### src/rtl/carrd_issue_if.sv
// Bus between the scalar pipeline / coprocessor and the CARRD issue unit.
// The issue unit takes the slave modport.
interface carrd_issue_if;
  logic        instr_valid;
  logic [31:0] instr_in;
  logic [31:0] rs1_in;
  logic        instr_ready;
  logic        illegal;
  logic [31:0] op_instr_base;
  logic [31:0] x_reg_data;
  logic        issue_valid;
  logic        v_done;
  logic        x_reg_wr_en;
  logic [31:0] x_wr_data;
  logic        x_rd_valid;
  logic [4:0]  x_rd_addr;
  logic [31:0] x_rd_data;
  logic        busy;
  logic        timeout_err;

  modport master (
    output instr_valid, instr_in, rs1_in, v_done, x_reg_wr_en, x_wr_data,
    input  instr_ready, illegal, op_instr_base, x_reg_data, issue_valid,
           x_rd_valid, x_rd_addr, x_rd_data, busy, timeout_err
  );

  modport slave (
    input  instr_valid, instr_in, rs1_in, v_done, x_reg_wr_en, x_wr_data,
    output instr_ready, illegal, op_instr_base, x_reg_data, issue_valid,
           x_rd_valid, x_rd_addr, x_rd_data, busy, timeout_err
  );
endinterface

### src/rtl/carrd_issue.sv
// CARRD issue unit: buffers OP-V instructions in a FIFO, presents one at a time
// to the vector coprocessor and returns scalar results to the base core.
module carrd_issue #(
  parameter int DEPTH   = 4,
  parameter int TIMEOUT = 255
) (
  input logic          clk,
  input logic          nrst,
  carrd_issue_if.slave bus
);
  localparam int AW = (DEPTH > 1) ? $clog2(DEPTH) : 1;
  localparam int CW = $clog2(DEPTH + 1);
  localparam int TW = $clog2(TIMEOUT + 1);
  localparam logic [6:0] OPCODE_OPV = 7'b1010111;
  localparam logic [2:0] FUNCT3_CFG = 3'b111;

  typedef enum logic [1:0] {IDLE = 2'd0, ISSUE = 2'd1, WAIT = 2'd2} state_t;

  function automatic logic is_opv(input logic [31:0] instr);
    return instr[6:0] == OPCODE_OPV;
  endfunction

  state_t        state_r, state_s;
  logic [31:0]   instr_mem_r [DEPTH];
  logic [31:0]   rs1_mem_r   [DEPTH];
  logic [AW-1:0] wr_ptr_r, rd_ptr_r;
  logic [CW-1:0] count_r;
  logic [TW-1:0] tcnt_r;
  logic [31:0]   cur_instr_r, cur_rs1_r;
  logic          illegal_r, x_rd_valid_r, timeout_err_r;
  logic [4:0]    x_rd_addr_r;
  logic [31:0]   x_rd_data_r;
  logic          full_s, empty_s, push_s, pop_s, abort_s, x_wr_s;

  assign full_s  = (count_r == CW'(DEPTH));
  assign empty_s = (count_r == {CW{1'b0}});
  assign push_s  = bus.instr_valid && !full_s && is_opv(bus.instr_in);
  assign x_wr_s  = bus.x_reg_wr_en && (state_r != IDLE);

  // Next-state logic; pop only from IDLE so a freed slot is not reused the same cycle
  always_comb begin
    state_s = state_r;
    pop_s   = 1'b0;
    abort_s = 1'b0;
    case (state_r)
      IDLE: begin
        if (!empty_s) begin
          pop_s   = 1'b1;
          state_s = ISSUE;
        end else begin
          state_s = IDLE;
        end
      end
      ISSUE: begin
        if (cur_instr_r[14:12] == FUNCT3_CFG) begin
          state_s = IDLE;
        end else begin
          state_s = WAIT;
        end
      end
      WAIT: begin
        // v_done on the last allowed cycle still completes the instruction
        if (bus.v_done) begin
          state_s = IDLE;
        end else if (tcnt_r == TW'(TIMEOUT)) begin
          abort_s = 1'b1;
          state_s = IDLE;
        end else begin
          state_s = WAIT;
        end
      end
      default: state_s = IDLE;
    endcase
  end

  // FIFO pointers and occupancy
  always_ff @(posedge clk) begin
    if (!nrst) begin
      wr_ptr_r <= {AW{1'b0}};
      rd_ptr_r <= {AW{1'b0}};
      count_r  <= {CW{1'b0}};
    end else begin
      if (push_s) wr_ptr_r <= wr_ptr_r + AW'(1);
      if (pop_s)  rd_ptr_r <= rd_ptr_r + AW'(1);
      case ({push_s, pop_s})
        2'b10:   count_r <= count_r + CW'(1);
        2'b01:   count_r <= count_r - CW'(1);
        default: count_r <= count_r;
      endcase
    end
  end

  // FIFO storage
  always_ff @(posedge clk) begin
    if (push_s) begin
      instr_mem_r[wr_ptr_r] <= bus.instr_in;
      rs1_mem_r[wr_ptr_r]   <= bus.rs1_in;
    end
  end

  // State, in-flight instruction and WAIT cycle counter (k-th WAIT cycle holds k)
  always_ff @(posedge clk) begin
    if (!nrst) begin
      state_r     <= IDLE;
      cur_instr_r <= 32'h0;
      cur_rs1_r   <= 32'h0;
      tcnt_r      <= {TW{1'b0}};
    end else begin
      state_r <= state_s;
      if (pop_s) begin
        cur_instr_r <= instr_mem_r[rd_ptr_r];
        cur_rs1_r   <= rs1_mem_r[rd_ptr_r];
      end
      if (state_s == WAIT) begin
        tcnt_r <= (state_r == WAIT) ? tcnt_r + TW'(1) : TW'(1);
      end else begin
        tcnt_r <= {TW{1'b0}};
      end
    end
  end

  // Registered status and scalar-return outputs
  always_ff @(posedge clk) begin
    if (!nrst) begin
      illegal_r     <= 1'b0;
      x_rd_valid_r  <= 1'b0;
      x_rd_addr_r   <= 5'd0;
      x_rd_data_r   <= 32'h0;
      timeout_err_r <= 1'b0;
    end else begin
      illegal_r    <= bus.instr_valid && !is_opv(bus.instr_in);
      x_rd_valid_r <= x_wr_s;
      if (x_wr_s) begin
        x_rd_addr_r <= cur_instr_r[11:7];
        x_rd_data_r <= bus.x_wr_data;
      end
      if (abort_s) timeout_err_r <= 1'b1;
    end
  end

  assign bus.instr_ready   = !full_s;
  assign bus.illegal       = illegal_r;
  assign bus.issue_valid   = (state_r == ISSUE);
  assign bus.op_instr_base = (state_r != IDLE) ? cur_instr_r : 32'h0;
  assign bus.x_reg_data    = (state_r != IDLE) ? cur_rs1_r : 32'h0;
  assign bus.x_rd_valid    = x_rd_valid_r;
  assign bus.x_rd_addr     = x_rd_addr_r;
  assign bus.x_rd_data     = x_rd_data_r;
  assign bus.busy          = !empty_s || (state_r != IDLE);
  assign bus.timeout_err   = timeout_err_r;
endmodule
### src/flat_wrapper.sv
// flat-port wrapper written by rule: the top's interface ports become plain ports
module carrd_issue_flat 
#(
  parameter int DEPTH   = 4,
  parameter int TIMEOUT = 255
)
  (clk, nrst, bus_instr_valid, bus_instr_in, bus_rs1_in, bus_v_done, bus_x_reg_wr_en, bus_x_wr_data, bus_instr_ready, bus_illegal, bus_op_instr_base, bus_x_reg_data, bus_issue_valid, bus_x_rd_valid, bus_x_rd_addr, bus_x_rd_data, bus_busy, bus_timeout_err);
  carrd_issue_if bus_i ();
  input logic clk;
  input logic nrst;
  input wire logic [$bits(bus_i.instr_valid)-1:0] bus_instr_valid;
  input wire logic [$bits(bus_i.instr_in)-1:0] bus_instr_in;
  input wire logic [$bits(bus_i.rs1_in)-1:0] bus_rs1_in;
  input wire logic [$bits(bus_i.v_done)-1:0] bus_v_done;
  input wire logic [$bits(bus_i.x_reg_wr_en)-1:0] bus_x_reg_wr_en;
  input wire logic [$bits(bus_i.x_wr_data)-1:0] bus_x_wr_data;
  output wire logic [$bits(bus_i.instr_ready)-1:0] bus_instr_ready;
  output wire logic [$bits(bus_i.illegal)-1:0] bus_illegal;
  output wire logic [$bits(bus_i.op_instr_base)-1:0] bus_op_instr_base;
  output wire logic [$bits(bus_i.x_reg_data)-1:0] bus_x_reg_data;
  output wire logic [$bits(bus_i.issue_valid)-1:0] bus_issue_valid;
  output wire logic [$bits(bus_i.x_rd_valid)-1:0] bus_x_rd_valid;
  output wire logic [$bits(bus_i.x_rd_addr)-1:0] bus_x_rd_addr;
  output wire logic [$bits(bus_i.x_rd_data)-1:0] bus_x_rd_data;
  output wire logic [$bits(bus_i.busy)-1:0] bus_busy;
  output wire logic [$bits(bus_i.timeout_err)-1:0] bus_timeout_err;
  assign bus_i.instr_valid = bus_instr_valid;
  assign bus_i.instr_in = bus_instr_in;
  assign bus_i.rs1_in = bus_rs1_in;
  assign bus_i.v_done = bus_v_done;
  assign bus_i.x_reg_wr_en = bus_x_reg_wr_en;
  assign bus_i.x_wr_data = bus_x_wr_data;
  assign bus_instr_ready = bus_i.instr_ready;
  assign bus_illegal = bus_i.illegal;
  assign bus_op_instr_base = bus_i.op_instr_base;
  assign bus_x_reg_data = bus_i.x_reg_data;
  assign bus_issue_valid = bus_i.issue_valid;
  assign bus_x_rd_valid = bus_i.x_rd_valid;
  assign bus_x_rd_addr = bus_i.x_rd_addr;
  assign bus_x_rd_data = bus_i.x_rd_data;
  assign bus_busy = bus_i.busy;
  assign bus_timeout_err = bus_i.timeout_err;
  carrd_issue #(.DEPTH(DEPTH), .TIMEOUT(TIMEOUT)) u_core (.clk(clk), .nrst(nrst), .bus(bus_i));
endmodule
### config.mk
export PLATFORM = sky130hd
export DESIGN_NAME = carrd_issue_flat
export DESIGN_NICKNAME = d
export VERILOG_FILES = /design/src/rtl/carrd_issue_if.sv /design/src/rtl/carrd_issue.sv /design/src/flat_wrapper.sv
export SDC_FILE = /design/constraint.sdc
export NUM_CORES = 1
export LEC_CHECK = 0
export ABC_AREA = 1
export BUFFER_PORTS_ARGS = -buffer_cell sky130_fd_sc_hd__buf_2
export CAP_MARGIN = 20
export CORE_UTILIZATION = 50
export DETAILED_ROUTE_END_ITERATION = 10
export GPL_ROUTABILITY_DRIVEN = 0
export PLACE_DENSITY = 0.71
export SLEW_MARGIN = 20
export SYNTH_ARGS = -nofsm -noshare
export SYNTH_HDL_FRONTEND = slang
export SYNTH_SLANG_ARGS = --single-unit
### constraint.sdc
create_clock -name clk -period 5.41 [get_ports clk]
set_input_delay 0.541 -clock clk [delete_from_list [all_inputs] [get_ports clk]]
set_output_delay 0.541 -clock clk [all_outputs]
set_load 0.05 [all_outputs]
Word level (Yosys, flattened, before mapping). Memory sizes are Yosys's and may differ from the RTL's. A register that Yosys moved wholly into a read port is not among the register bits. Index checks and enable logic that the tools add are counted.

Bits in registers: 57. RAM bits: 256. Bits of input ports: 101. Logic and storage cells: 59. Memories kept: 2.

Add/sub/neg operators: 5. Equal/unequal tests: 9. Mux-type cells: 16. Reduce and logical (&&, ||, !) cells: 16.

Memories: u_core.instr_mem_r (words 4, bits a word 32, read ports 1, clocked after Yosys merged registers in 1, wr ports 1, RTL line carrd_issue.sv:24) `logic [31:0] instr_mem_r [DEPTH];`; u_core.rs1_mem_r (words 4, bits a word 32, read ports 1, clocked after Yosys merged registers in 1, wr ports 1, RTL line carrd_issue.sv:25) `logic [31:0] rs1_mem_r [DEPTH];`.

Operator list (number): $mux W32 (2); $mux W1 (9); $add A8 B1 Y8 const B (1); $eq A8 B8 Y1 const B (1); $eq A7 B7 Y1 const B (1); $eq A2 B2 Y1 const B (3); $eq A3 B3 Y1 const B (2); $mux W2 (3); $pmux W2 S3 (1); $pmux W3 S2 (1); $logic_not A1 Y1 (5); $add A2 B1 Y2 const B (2); $eq A2 B1 Y1 const B (2); $logic_and A1 B1 Y1 (4); $reduce_bool A2 Y1 (2); $add A3 B1 Y3 const B (1); $logic_not A3 Y1 (1); $reduce_and A3 Y1 (1); $sub A3 B1 Y3 const B (1); $logic_not A2 Y1 (1); $reduce_and A2 Y1 (1); $logic_or A1 B1 Y1 (1).

Depth between registers and ports, before layout.
Word-level depth: 6. Mapped depth: 13. Mapped depth without buffers: 13.

Worst setup path after synthesis. Ideal clock, no wire load.

Kind: flip-flop to flip-flop. From: register u_core.count_r[0]. To: memory u_core.instr_mem_r[0][0] (enable). Setup time: 0.486 ns. Data arrival time: 3.889 ns. Required time: 4.924 ns. Slack: 1.034 ns. Cell stages (with the launch flop): 7. Cell sequence: dfxtp_1 -> nor2_4 -> nand2_1 -> nand2_1 -> nor2_1 -> inv_1 -> nor2_1.

Cells in the longest elaborated chain, start to end: 6.

Ends and longest elaborated chain: start: declaration (RTL line carrd_issue.sv:27) `logic [CW-1:0] count_r;`; start signal: assignment (RTL line carrd_issue.sv:81) `count_r <= {CW{1'b0}};`; start signal: assignment (RTL line carrd_issue.sv:86) `2'b10: count_r <= count_r + CW'(1);`; start signal: assignment (RTL line carrd_issue.sv:87) `2'b01: count_r <= count_r - CW'(1);`; $eq A3 B3 Y1 (RTL line carrd_issue.sv:35) `assign full_s = (count_r == CW'(DEPTH));`; $logic_not A1 Y1; named net bus_instr_ready (RTL line flat_wrapper.sv:17) `output wire logic [$bits(bus_i.instr_ready)-1:0] bus_instr_ready;`; $logic_and A1 B1 Y1 (2 in series) (RTL line carrd_issue.sv:37) `assign push_s = bus.instr_valid && !full_s && is_opv(bus.instr_in);`; $mux W1 (RTL line carrd_issue.sv:95) `if (push_s) begin`; $mux W1 (not written as such) (RTL line carrd_issue.sv:96) `instr_mem_r[wr_ptr_r] <= bus.instr_in;`; end: declaration (RTL line carrd_issue.sv:24).

The timed path passes the listed nets, and every way through them passes these cells.

Worst setup path after layout.
From: register u_core.state_r[0]. To: register u_core.cur_instr_r[3], read port of u_core.instr_mem_r.

Cells in the longest elaborated chain, start to end: 2.

Ends and longest elaborated chain: start: declaration (RTL line carrd_issue.sv:23) `state_t state_r, state_s;`; start signal: assignment (RTL line carrd_issue.sv:109) `state_r <= state_s;`; $logic_not A2 Y1 (RTL line carrd_issue.sv:45) `case (state_r)`; $mux W1 (RTL line carrd_issue.sv:45); end: declaration (RTL line carrd_issue.sv:29) `logic [31:0] cur_instr_r, cur_rs1_r;`.

Every way passes these cells. A chain may end at the register's enable or synchronous reset.

==> impl_metrics.ini <==
[synth]
yosys-top-cells-count = nor2_1 (547), edfxtp_1 (256), o21ai_0 (213)
synth-edff-count = 256
synthCells = 1463
synth_most_common_cell = nor2_1
synth-seq-area-share = 0.683
synthArstFlopShare = 0
ys_ff_latch = 377
avgSynthCellArea_um2 = 10.1
yosysWarnings = 0
synth_top_area_cell = edfxtp_1
synth_area_leaders = edfxtp_1 (52%), dfxtp_1 (16%), nor2_1 (14%)
yosysTopAreaCellShare = 0.520
syn_nets = 1571
syn_area_um2 = 14800
ys_types = 26
synth_top_flop_cell = edfxtp_1

[critical_path]
cp_max_fo = 69
path_delay_family = buffers and inverters
cp.depth = 7
cp_cell_sequence = nor2_4 > buf_4 > nand2_4 > inv_2 > buf_4 > o21ai_0 > nor2_1
cp-end-kind = register
critical_path.max_stage_delay_ns = 0.68
cp-start-kind = register
rr_worst_depth = 7
cp.required_ns = 5.86
critPathKind = reg -> reg
cp_slowest_cell = nand2_4
crit_top_cell = buf_4
arrival_ns = 3.46
worst-path-buf-inv = 3
rrSetupSlack_ns = 2.40

[detailed_routing]
drtIter0Drc = 807
route.detailed.drc = 0
detail-route-antenna-nets = 0
routed_wl_um = 33000
via_per_inst = 5.15
drt-pass1-iter-count = 5
num_vias = 10610
wire_per_inst_um = 16.0

[sta]
relSlewSlack = 0.311
worstMarginPinSlew_ns = 1.03
max_freq_mhz = 332
final-setup-viol-count = 0
rsz0062_at_grt = false
timing.setup.tns_ns = 0
finalCriticalPeriod_ns = 3.01
finalMaxSlewViolations = 0
holdWs_ns = 0.227
final_hold_viol_count = 0
fin_worst_skew_ns = 0.0107
fin_crit_sh = 0.557

[global_route]
grt_util_met3 = 0.0387
busiest_layer = met2
met1_usage = 0.280
grt_max_degree = 111
grt_pass1_vias = 9932
grt_use_total = 0.217
grt_overflow = 0
grt_pass1_wl_um = 51300
grtUsageMet2 = 0.369
antenna_found_initial = 6

[finish]
multi_input_area_um2 = 3900
drive_gt1_frac = 0.178
nFillCells = 2366
seq_area_um2 = 10100
area_growth_pct = 17.2
nets = 1751

[worst_hold_path]
hold_class = in -> reg
hold_depth = 1

[clock_tree]
hold_buffers = 0
cts_htree_levels = 2
cts_buffer_depth = 3
cts_tree = built
cts_sinks = 377
clkTransAtPathRegs_ns = 0.07
cts_resized = 0
cts_root_buf = clkbuf_16
cts_buffers = 38
clk_latency_ns = 0.52
post_cts_buffers = 0

[power]
leakage_nw = 6.84
p_per_area_nw_per_um2 = 547
peakVddDrop_mv = 0.300

[status]
status = completed

[floorplanning]
dieHeight_um = 174
num_rows = 62
fp.dieW_um = 174
die_area_um2 = 30300
start_util = 0.511
ios = 208
core_area_um2 = 28900

[placement]
io_buffers = 207
dp.final_hpwl_um = 18600

[job]
drv_cap = 0
-- worst paths after layout --
kind,startpoint,endpoint
hold / removal,bus_instr_in[26],u_core.instr_mem_r[0][26]
setup / recovery,u_core.state_r[0],u_core.cur_instr_r[3]
hold reg to reg,u_core.bus.x_rd_data[29],u_core.bus.x_rd_data[29]
setup reg to reg,u_core.state_r[0],u_core.cur_instr_r[3]
-- state kept, by name, indices dropped and copies added, names as in the netlist --
register and cells:
u_core.cur_instr_r 32, u_core.instr_mem_r 128, u_core.cur_rs1_r 32, u_core.bus.x_rd_addr 5
u_core.bus.x_rd_valid 1, u_core.rs1_mem_r 128, u_core.state_r 2, u_core.bus.illegal 1
u_core.bus.timeout_err 1, u_core.rd_ptr_r 2, u_core.bus.x_rd_data 32, u_core.wr_ptr_r 2
u_core.count_r 3, u_core.tcnt_r 8
-- through the flow --
step | cell area [um2] | cells | util | total power [mW] | setup WS [ns]
floorplan | 14800 | 1463 | - | 6.21 | 1.03
global placement | 16000 | 1986 | 0.553 | 6.79 | 2.47
detailed placement | 16000 | 1986 | 0.553 | 6.86 | 2.41
CTS | 17300 | 2055 | 0.598 | 9.55 | 2.37
global route | 17300 | 2058 | 0.599 | 10.0 | 2.07
finish | 17300 | 2062 | 0.599 | 9.49 | 2.40
-- cells in the final DEF (no fill, tap or decap), drive strengths merged --
master,n
nor3,1
nand3,13
clkinv,11
diode,6
a31oi,1
nand2,96
bufinv,3
xor2,2
buf,221
clkinvlp,3
o21ai,234
dfxtp,121
edfxtp,256
fa,1
inv,92
a21oi,5
clkbuf,53
xnor2,4
ha,6
nor2,549
-- area by class of cell --
class	instances	area share
Multi-Input combinational cell	912	0.225
Inverter	93	0.0202
Timing Repair Buffer	221	0.0678
Tap cell	384	0.0277
Antenna cell	6	0.000866
Sequential cell	377	0.583
Clock buffer	53	0.0658
Clock inverter	16	0.00945
-- power breakdown --
part | total (mW) | internal [mW] | switching [mW]
Sequential | 3.67 | 3.42 | 0.247
Combinational | 3.14 | 0.800 | 2.34
Clock | 2.68 | 1.62 | 1.06
Total | 9.49 | 5.84 | 3.64
-- kinds of logic after synthesis --
kind of cell / share of synthesized area
adder cells (fa/ha/maj): 0.00643
AO/OA/AOI/OAI: 0.0813
flip-flops: 0.683
buffers and inverters: 0.0558
XOR/XNOR: 0.00355
AND/OR/NAND/NOR: 0.170
-- per-layer routing --
| metal | vias up | wire length, um |
|---|---|---|
| li1 | 5153 | - |
| met5 | - | 10 |
| met4 | 2 | 810 |
| met3 | 57 | 2140 |
| met2 | 363 | 15800 |
| met1 | 5035 | 14300 |
Note: power is estimated with default switching activity, not from simulation.
